**src/rtl/reset_ctrl.sv**
```systemverilog
// reset_ctrl: system reset controller feeding the clock divider's synchronous reset.
// Merges the board power-on reset, the PLL lock indication and a debounced
// push-button into one glitch-free active-high reset on clk_in. It also records
// the cause of the last reset and counts run-time resets, saturating at 255.
module reset_ctrl #(
    parameter int SYNC_STAGES     = 2,
    parameter int DEBOUNCE_CYCLES = 1000,
    parameter int HOLD_CYCLES     = 16
) (
    input  logic       clk_in,
    input  logic       rst_in,
    input  logic       btn_in,
    input  logic       locked_in,
    output logic       rst_out,
    output logic       rst_n_out,
    output logic [1:0] cause_out,
    output logic [7:0] rst_cnt_out
);

    // Reject parameter values that would break the synchronisers or the counters.
    if (SYNC_STAGES < 2) begin : g_chk_sync
        $error("reset_ctrl: SYNC_STAGES must be >= 2");
    end
    if (DEBOUNCE_CYCLES < 1) begin : g_chk_db
        $error("reset_ctrl: DEBOUNCE_CYCLES must be >= 1");
    end
    if (HOLD_CYCLES < 1) begin : g_chk_hold
        $error("reset_ctrl: HOLD_CYCLES must be >= 1");
    end

    localparam int DB_W   = $clog2(DEBOUNCE_CYCLES + 1);
    localparam int HOLD_W = $clog2(HOLD_CYCLES + 1);

    localparam logic [DB_W-1:0]   DB_LAST   = DB_W'(DEBOUNCE_CYCLES - 1);
    localparam logic [HOLD_W-1:0] HOLD_LAST = HOLD_W'(HOLD_CYCLES - 1);

    localparam logic [1:0] CAUSE_POR    = 2'b00;
    localparam logic [1:0] CAUSE_BUTTON = 2'b01;
    localparam logic [1:0] CAUSE_LOCK   = 2'b10;

    localparam logic [7:0] CNT_MAX = 8'hFF;

    typedef enum logic [1:0] {
        WAIT_LOCK = 2'b00,
        HOLD      = 2'b01,
        RUN       = 2'b10
    } state_t;

    // Synchroniser chains; the last flop of each chain is the only view of
    // the raw asynchronous input that the rest of the design ever uses.
    logic [SYNC_STAGES-1:0] btn_sync_q;
    logic [SYNC_STAGES-1:0] lock_sync_q;
    logic                   btn_s;
    logic                   lock_s;

    // Debouncer state.
    logic [DB_W-1:0] db_cnt_q;
    logic [DB_W-1:0] db_cnt_d;
    logic            btn_db_q;
    logic            btn_db_d;

    // Sequencer state.
    state_t            state_q;
    state_t            state_d;
    logic [HOLD_W-1:0] hold_cnt_q;
    logic [HOLD_W-1:0] hold_cnt_d;
    logic [1:0]        cause_q;
    logic [1:0]        cause_d;
    logic [7:0]        rst_cnt_q;
    logic [7:0]        rst_cnt_d;

    // Output registers.
    logic rst_q;
    logic rst_n_q;
    logic rst_d;

    assign btn_s  = btn_sync_q[SYNC_STAGES-1];
    assign lock_s = lock_sync_q[SYNC_STAGES-1];

    // Shift the raw button and lock inputs through their synchroniser chains.
    always_ff @(posedge clk_in or negedge rst_in) begin
        if (!rst_in) begin
            btn_sync_q  <= '0;
            lock_sync_q <= '0;
        end else begin
            btn_sync_q  <= {btn_sync_q[SYNC_STAGES-2:0], btn_in};
            lock_sync_q <= {lock_sync_q[SYNC_STAGES-2:0], locked_in};
        end
    end

    // The debounced button changes only after btn_s has disagreed with it
    // for DEBOUNCE_CYCLES consecutive cycles; any agreement restarts the count.
    always_comb begin
        db_cnt_d = db_cnt_q;
        btn_db_d = btn_db_q;
        if (btn_s == btn_db_q) begin
            db_cnt_d = '0;
        end else if (db_cnt_q == DB_LAST) begin
            btn_db_d = btn_s;
            db_cnt_d = '0;
        end else begin
            db_cnt_d = db_cnt_q + 1'b1;
        end
    end

    // Debounce counter and debounced button registers.
    always_ff @(posedge clk_in or negedge rst_in) begin
        if (!rst_in) begin
            db_cnt_q <= '0;
            btn_db_q <= 1'b0;
        end else begin
            db_cnt_q <= db_cnt_d;
            btn_db_q <= btn_db_d;
        end
    end

    // Sequencer next state: wait for a clean lock, hold reset for HOLD_CYCLES,
    // then run until lock loss (which outranks the button) forces a new reset.
    always_comb begin
        state_d    = state_q;
        hold_cnt_d = hold_cnt_q;
        cause_d    = cause_q;
        rst_cnt_d  = rst_cnt_q;
        unique case (state_q)
            WAIT_LOCK: begin
                if (lock_s && !btn_db_q) begin
                    state_d    = HOLD;
                    hold_cnt_d = '0;
                end
            end
            HOLD: begin
                if (!lock_s || btn_db_q) begin
                    // Abort back to waiting; re-entry restarts the full hold.
                    state_d = WAIT_LOCK;
                end else if (hold_cnt_q == HOLD_LAST) begin
                    state_d = RUN;
                end else begin
                    hold_cnt_d = hold_cnt_q + 1'b1;
                end
            end
            RUN: begin
                if (!lock_s || btn_db_q) begin
                    state_d = WAIT_LOCK;
                    cause_d = !lock_s ? CAUSE_LOCK : CAUSE_BUTTON;
                    if (rst_cnt_q != CNT_MAX) begin
                        rst_cnt_d = rst_cnt_q + 8'd1;
                    end
                end
            end
            default: begin
                state_d = WAIT_LOCK;
            end
        endcase
        rst_d = (state_d != RUN);
    end

    // Sequencer state, cause and run-time reset count registers.
    always_ff @(posedge clk_in or negedge rst_in) begin
        if (!rst_in) begin
            state_q    <= WAIT_LOCK;
            hold_cnt_q <= '0;
            cause_q    <= CAUSE_POR;
            rst_cnt_q  <= '0;
        end else begin
            state_q    <= state_d;
            hold_cnt_q <= hold_cnt_d;
            cause_q    <= cause_d;
            rst_cnt_q  <= rst_cnt_d;
        end
    end

    // Register both reset polarities so neither output can glitch.
    always_ff @(posedge clk_in or negedge rst_in) begin
        if (!rst_in) begin
            rst_q   <= 1'b1;
            rst_n_q <= 1'b0;
        end else begin
            rst_q   <= rst_d;
            rst_n_q <= ~rst_d;
        end
    end

    assign rst_out     = rst_q;
    assign rst_n_out   = rst_n_q;
    assign cause_out   = cause_q;
    assign rst_cnt_out = rst_cnt_q;

endmodule

```
**config.mk**
```make
export PLATFORM = sky130hd
export DESIGN_NAME = reset_ctrl
export DESIGN_NICKNAME = d
export VERILOG_FILES = /design/src/rtl/reset_ctrl.sv
export SDC_FILE = /design/constraint.sdc
export NUM_CORES = 1
export LEC_CHECK = 0
export CAP_MARGIN = 20
export CORE_AREA = 10 10 72 86
export CTS_CLUSTER_SIZE = 16
export DETAILED_ROUTE_END_ITERATION = 10
export DIE_AREA = 0 0 82 96
export SLEW_MARGIN = 20
export SYNTH_ARGS = -nofsm -noshare
export SYNTH_HDL_FRONTEND = slang
export SYNTH_SLANG_ARGS = --single-unit
```
**constraint.sdc**
```tcl
create_clock -name clk_in -period 2 [get_ports clk_in]
set_input_delay 0.5 -clock clk_in [delete_from_list [all_inputs] [get_ports clk_in]]
set_output_delay 0.5 -clock clk_in [all_outputs]
set_load 0.05 [all_outputs]
```
==> impl_metrics.csv, run 1 <==
group,metric,value,unit
cts,clock_latency,0.28,ns
job,max_cap_violations,0,
cells_and_area,drive_gt1_share,18.8,%
place,port_buffers,15,
die,die_height,96,µm
synthesis,synth_top_area_cell,"dfrtp_1",
synthesis,synth_top_cell_area_share,53.6,%
synthesis,synth_seq_area_share,55.3,%
timing,worst_slew_pin_slew,0.413,ns
place,dpl.cell_count,220,
setup_path,cp_slowest_cell,"dfrtp_1",
setup_path,startpoint_type,"flop",
run_status,outcome,"completed",
setup_path,max_stage_delay,0.42,ns
global_routing,antenna_found_initial,0,
timing,period_minus_slack,1.75,ns
routing,drc,0,
power,p_int,0.00124,W
synthesis,synth_area_per_cell,10.5,µm²
place,gp_congestion,0.753,
cells_and_area,fin_nets,177,
routing,vias,1119,
cells_and_area,post-route-util,41.4,%
setup_path,end_kind,"flop",
cells_and_area,fin_area,0.00188,mm²
power,clkPwrFrac,48.1,%
cts,cts_root_buf,"clkbuf_8",
cts,postCtsHoldBufs,0,
cells_and_area,fin_cells,228,
setup_path,crit_family,"simple AND/OR/NAND/NOR gates",
timing,fmax,573,MHz
timing,fin_skew,0.00700,ns
power,p_sw,0.000319,W
global_routing,grt_pass1_wl,4780,µm
synthesis,synthTopCellsByArea,"dfrtp_1 54%, mux2_2 5.1%, nand2_1 3.9%, a21oi_1 3.6%, ha_1 3.2%",
die,core-area,0.00453,mm²
place,placed_cell_area,0.00174,mm²
hold_path,holdCritStartpoint,"btn_sync_q[0]",
setup_path,cp_num_buf_inv,0,
timing,hold_viol_final,0,
setup_path,worstSetupPathType,"flop to flop",
cts,clk_pin_slew_worst_paths,0.07,ns
synthesis,ys_warn_count,0,
setup_path,crit_chain,"ha_1 > and3_1 > ha_1 > nand4b_1 > nor3_1 > a21oi_1 > o21ai_1",
global_routing,overflow,0,
synthesis,synth_flop_cell,"dfrtp_1",
setup_path,timing.rr.end,"hold_cnt_q[3]",
global_routing,track_usage,7.80,%
power,power_frac_comb,4.5,%
synthesis,synth-seq-cells,34,
setup_path,reg2reg_depth,7,
die,die_w,82,µm
cts,cts_setup_buffers,0,
synthesis,syn-num-nets,155,
setup_path,worstPathMaxFanout,10,
timing,slew_headroom,72.5,%
routing,vias_per_cell,4.91,
setup_path,cp.arrival,1.96,ns
cts,cts_tree,"built",
hold_path,min_path_type,"flop to flop",
setup_path,crit_top_cell,"ha_1",
power,swShare,20.4,%
timing,rsz0062_at_grt,"no",
synthesis,syn_inst,147,
routing,post_drt_wl_per_cell,12.6,µm
die,rows,27,
timing,timing.setup.tns,0,ns
cts,clock_sinks,34,
die,die-area,0.00787,mm²
cts,cts_buffers,5,
synthesis,synthDistinctLibCells,32,
die,initial_utilization,34.0,%
global_routing,grt_max_degree,35,
setup_path,rr_startpoint,"hold_cnt_q[0]",
cells_and_area,diodes,0,
hold_path,hold_depth,0,
timing,setup_viol,0,
routing,routed_wl,2870,µm
cts,htree_levels,2,
power,seq_power_share,47.3,%
setup_path,r2r_slack,0.25,ns
cts,cts_resized,0,
setup_path,required,2.21,ns
synthesis,synth-edff-count,0,
routing,dr.pass1.iters,4,
timing,finalMaxSlewViolations,0,
power,peakVddDrop,0.617,mV
timing,min_period_over_period,87.3,%
global_routing,first_global_vias,1111,
routing,drt_iter0_drc,48,
place,hpwl,2130,µm
cells_and_area,area_growth,21.8,%
routing,ant_nets,0,
power,p_per_area,833,mW/mm²
die,ios,16,
power,power_leakage,0.815,nW
synthesis,synth_area,0.00154,mm²
hold_path,worstHoldEndpoint,"btn_sync_q[1]",
synthesis,synthArstFlopShare,100,%
cts,clock_path_buffers,2,
-- worst max-delay path by stage --
stage                   start              to  slack, ns  cells after the start
2_1_floorplan  rst_cnt_out[0]  rst_cnt_out[6]       0.33                      4
3_3_place_gp    hold_cnt_q[0]   hold_cnt_q[3]       0.34                      7
3_5_place_dp    hold_cnt_q[0]   hold_cnt_q[3]       0.26                      7
4_1_cts         hold_cnt_q[0]   hold_cnt_q[3]       0.24                      7
5_1_grt         hold_cnt_q[0]   hold_cnt_q[3]       0.04                      7
6_report        hold_cnt_q[0]   hold_cnt_q[3]       0.25                      7
-- Yosys cell counts, drive strengths merged, types with 2 or more instances --
master	count
a31oi	2
nor3	8
and3	2
nand2	16
o21ai	6
ha	4
nand4	4
mux2	7
xor2	3
nand2b	4
inv	8
nand3	7
xnor2	5
dfrtp	33
or3	2
nor2	12
buf	2
a21oi	11
-- power by group through the flow --
stage / logic [W] / registers, W / clock network (W)
after detailed placement: 0.0000726 / 0.000752 / 0
after global placement: 0.0000706 / 0.000750 / 0
after global routing: 0.0000838 / 0.000744 / 0.000805
after floorplan: 0.0000428 / 0.000746 / 0
after CTS: 0.0000727 / 0.000738 / 0.000775
final: 0.0000709 / 0.000739 / 0.000751
-- cell families after synthesis --
group	Yosys count	share of synthesized area, %
compound gates	23	8.37
xor+xnor	8	4.55
fa+ha+maj	4	3.25
buf+inv	10	2.60
flops	34	55.3
mux	7	5.12
simple gates	61	20.8
-- metal layers --
metal	up-vias	track usage [%]	share of wire, %
li1	552	-	-
met1	550	8.43	45
met2	13	12.8	50
met3	4	2.71	3.2
met4	0	4.83	1.5
met5	-	0	0
-- final cells by class --
cell class	instances	area [µm²]
clock buffer	5	68.8
timing repair buffer	17	135
sequential	34	852
inverter	8	30.0
tap	58	72.6
fill	453	2650
clock inverter	3	68.8
multi-input combinational	103	648
-- through the flow --
stage	setup slack, ns	total power, W	hold WS, ns
floorplan	0.328	0.000789	0.204
global placement	0.343	0.000820	0.337
detailed placement	0.262	0.000824	0.342
CTS	0.238	0.00159	0.359
global route	0.0447	0.00163	0.363
finish	0.254	0.00156	0.358
-- layout by cell type (no fill, tap or decap), types with 5 or more instances in the layout --
master,n
nand3_1,6
clkbuf_8,5
buf_4,14
nand2_1,16
mux2_2,7
nor2_1,12
dfrtp_1,33
xnor2_1,5
inv_1,8
nor3_1,8
a21oi_1,11
-- sequential cells by signal, indices dropped and copies added (netlist names) --
signal,flops
db_cnt_q,10
rst_n_out,1
lock_sync_q,2
rst_cnt_out,8
btn_sync_q,2
hold_cnt_q,5
cause_out,2
btn_db_q,1
state_q,2
rst_out,1
Note: power is estimated with default switching activity, not from simulation.
==> inputs of run 2 (changes only) <==
--- a/config.mk
+++ b/config.mk
@@ -6,10 +6,15 @@
 export NUM_CORES = 1
 export LEC_CHECK = 0
 export CAP_MARGIN = 20
+export CELL_PAD_IN_SITES_DETAIL_PLACEMENT = 1
+export CELL_PAD_IN_SITES_GLOBAL_PLACEMENT = 1
 export CORE_AREA = 10 10 72 86
+export CTS_BUF_LIST = sky130_fd_sc_hd__clkbuf_2 sky130_fd_sc_hd__clkbuf_4 sky130_fd_sc_hd__clkbuf_8
 export CTS_CLUSTER_SIZE = 16
 export DETAILED_ROUTE_END_ITERATION = 10
 export DIE_AREA = 0 0 82 96
+export PLACE_DENSITY_LB_ADDON = 0.1
+export SETUP_SLACK_MARGIN = 0.3
 export SLEW_MARGIN = 20
 export SYNTH_ARGS = -nofsm -noshare
 export SYNTH_HDL_FRONTEND = slang
==> run 2 against run 1 <==
  * Clock skew increased by 0.0028 ns
  * Power increased by 3.5%
  * Wire length increased by 17%
  * Clock-buffer cell count increased by 1
  * Maximum frequency increased by 6.3%
  * Via count increased by 1.3%
  * Final cell count increased by 0.44%
  * Clock power increased by 5.3%
  * Highest routed layer unchanged
==> impl_metrics.csv, run 2 (synthesized netlist as in run 1, its figures left out) <==
group,metric,value,unit
run_status,outcome,"completed",
timing,hold_viol_final,0,
global_routing,antenna_found_initial,0,
global_routing,overflow,0,
power,p_per_area,844,mW/mm²
die,initial_utilization,34.0,%
routing,drt_iter0_drc,48,
place,place_ws,0.273,ns
routing,vias_per_cell,4.95,
setup_path,crit_end,"rst_n_out",
cells_and_area,largest_reg_flops,10,
cts,postCtsHoldBufs,0,
cells_and_area,mostFrequentLayoutCell,"dfrtp_1",
hold_path,holdCritStartpoint,"lock_sync_q[0]",
setup_path,required,1.50,ns
timing,finalMaxSlewViolations,0,
routing,routed_wl,3360,µm
place,port_buffers,15,
hold_path,min_path_type,"flop to flop",
die,ios,16,
cells_and_area,area_growth,24.3,%
cts,clock_path_buffers,2,
timing,fmax,609,MHz
cts,clock_latency,0.29,ns
place,hpwl,2350,µm
cts,cts_buffers,5,
power,p_total,0.00162,W
die,rows,27,
cells_and_area,diodes,0,
cells_and_area,drive_gt1_share,21.1,%
timing,rsz0062_at_grt,"yes",
setup_path,crit_chain,"dlygate4sd2_1",
cells_and_area,fin_cells,229,
cts,cts_root_buf,"clkbuf_8",
cells_and_area,fin_nets,178,
cells_and_area,fin_area,0.00191,mm²
routing,ant_nets,0,
timing,slew_headroom,67.2,%
setup_path,worstSetupPathType,"flop to output pin",
cells_and_area,final_cell_mix,"33 x dfrtp_1, 16 x nand2_1, 14 x buf_4",
setup_path,path_depth,1,
cts,clk_pin_slew_worst_paths,0.08,ns
cts,clock_sinks,34,
power,power_leakage,0.831,nW
cts,htree_levels,2,
routing,post_drt_wl_per_cell,14.7,µm
timing,fin_skew,0.00979,ns
die,die_w,82,µm
job,max_cap_violations,0,
routing,drc,0,
timing,worst_slew_pin_slew,0.493,ns
power,peakVddDrop,0.392,mV
routing,dr.pass1.iters,4,
setup_path,end_kind,"output pin",
timing,setup_viol,0,
routing,vias,1133,
place,gp_congestion,0.754,
setup_path,startpoint_type,"flop",
setup_path,crit_family,"buffers and inverters",
setup_path,cp.arrival,1.14,ns
global_routing,first_global_vias,1177,
setup_path,max_stage_delay,0.52,ns
global_routing,grt_pass1_wl,5750,µm
die,die_height,96,µm
timing,timing.setup.tns,0,ns
timing,period_minus_slack,1.64,ns
die,die-area,0.00787,mm²
cts,cts_tree,"built",
place,placed_cell_area,0.00174,mm²
setup_path,timing.rr.end,"hold_cnt_q[3]",
place,dpl.cell_count,220,
setup_path,worstPathMaxFanout,1,
setup_path,reg2reg_depth,7,
timing,min_period_over_period,82.2,%
cells_and_area,top_register,"db_cnt_q",
global_routing,track_usage,9.48,%
setup_path,r2r_slack,0.38,ns
timing,worst_slack,0.357,ns
setup_path,rr_startpoint,"hold_cnt_q[0]",
setup_path,cp_num_buf_inv,1,
global_routing,grt_max_degree,35,
die,core-area,0.00453,mm²
setup_path,crit_start,"rst_n_out",
setup_path,cp_slowest_cell,"dlygate4sd2_1",
[run 2: stage by stage]
step	utilization, %	hold slack (ns)
finish	42.3	0.356
global route	42.3	0.371
CTS	41.6	0.357
detailed placement	38.4	0.340
global placement	38.4	0.338
floorplan	-	0.204
[run 2: cell type report]
| cell class | instances | area [µm²] |
|---|---|---|
| Multi-Input combinational cell | 103 | 673 |
| Sequential cell | 34 | 852 |
| Fill cell | 536 | 2610 |
| Clock inverter | 2 | 60.1 |
| Timing Repair Buffer | 18 | 144 |
| Clock buffer | 6 | 82.6 |
| Tap cell | 58 | 72.6 |
| Inverter | 8 | 30.0 |
[run 2: power by group]
group | switching [W] | internal, W
clock | 0.000260 | 0.000532
sequential | 0.0000282 | 0.000713
combinational | 0.0000483 | 0.0000349
total | 0.000336 | 0.00128
[run 2: worst min-delay path by stage]
stage / to / slack (ns) / cells past startpoint
finish: lock_sync_q[1] / 0.36 / 0
CTS: lock_sync_q[1] / 0.36 / 0
global route: lock_sync_q[1] / 0.37 / 0
global placement: btn_sync_q[1] / 0.34 / 0
floorplan: btn_db_q / 0.20 / 0
detailed placement: lock_sync_q[1] / 0.34 / 0
[run 2: layer usage]
metal	wire length, µm	up-vias	track usage, %
met3	139	6	3.73
met1	1530	554	11.2
met5	0	-	0
met4	48	0	4.55
li1	-	556	-
met2	1650	17	14.7
[run 2: worst register-to-register path: stages, from the launching register on]
cell and delay [ns]:
dfrtp_1 0.41, ha_1 0.23, and3_1 0.21, ha_4 0.19, nand4b_1 0.22, nor3_2 0.13
a21oi_1 0.05, o21ai_1 0.12
[run 2: what timing repair did]
item                       4_1_cts  5_1_grt
setup buffers                    0        1
setup endpoints to repair        4        5
gates cloned                     0        0
gates resized for setup          2        4
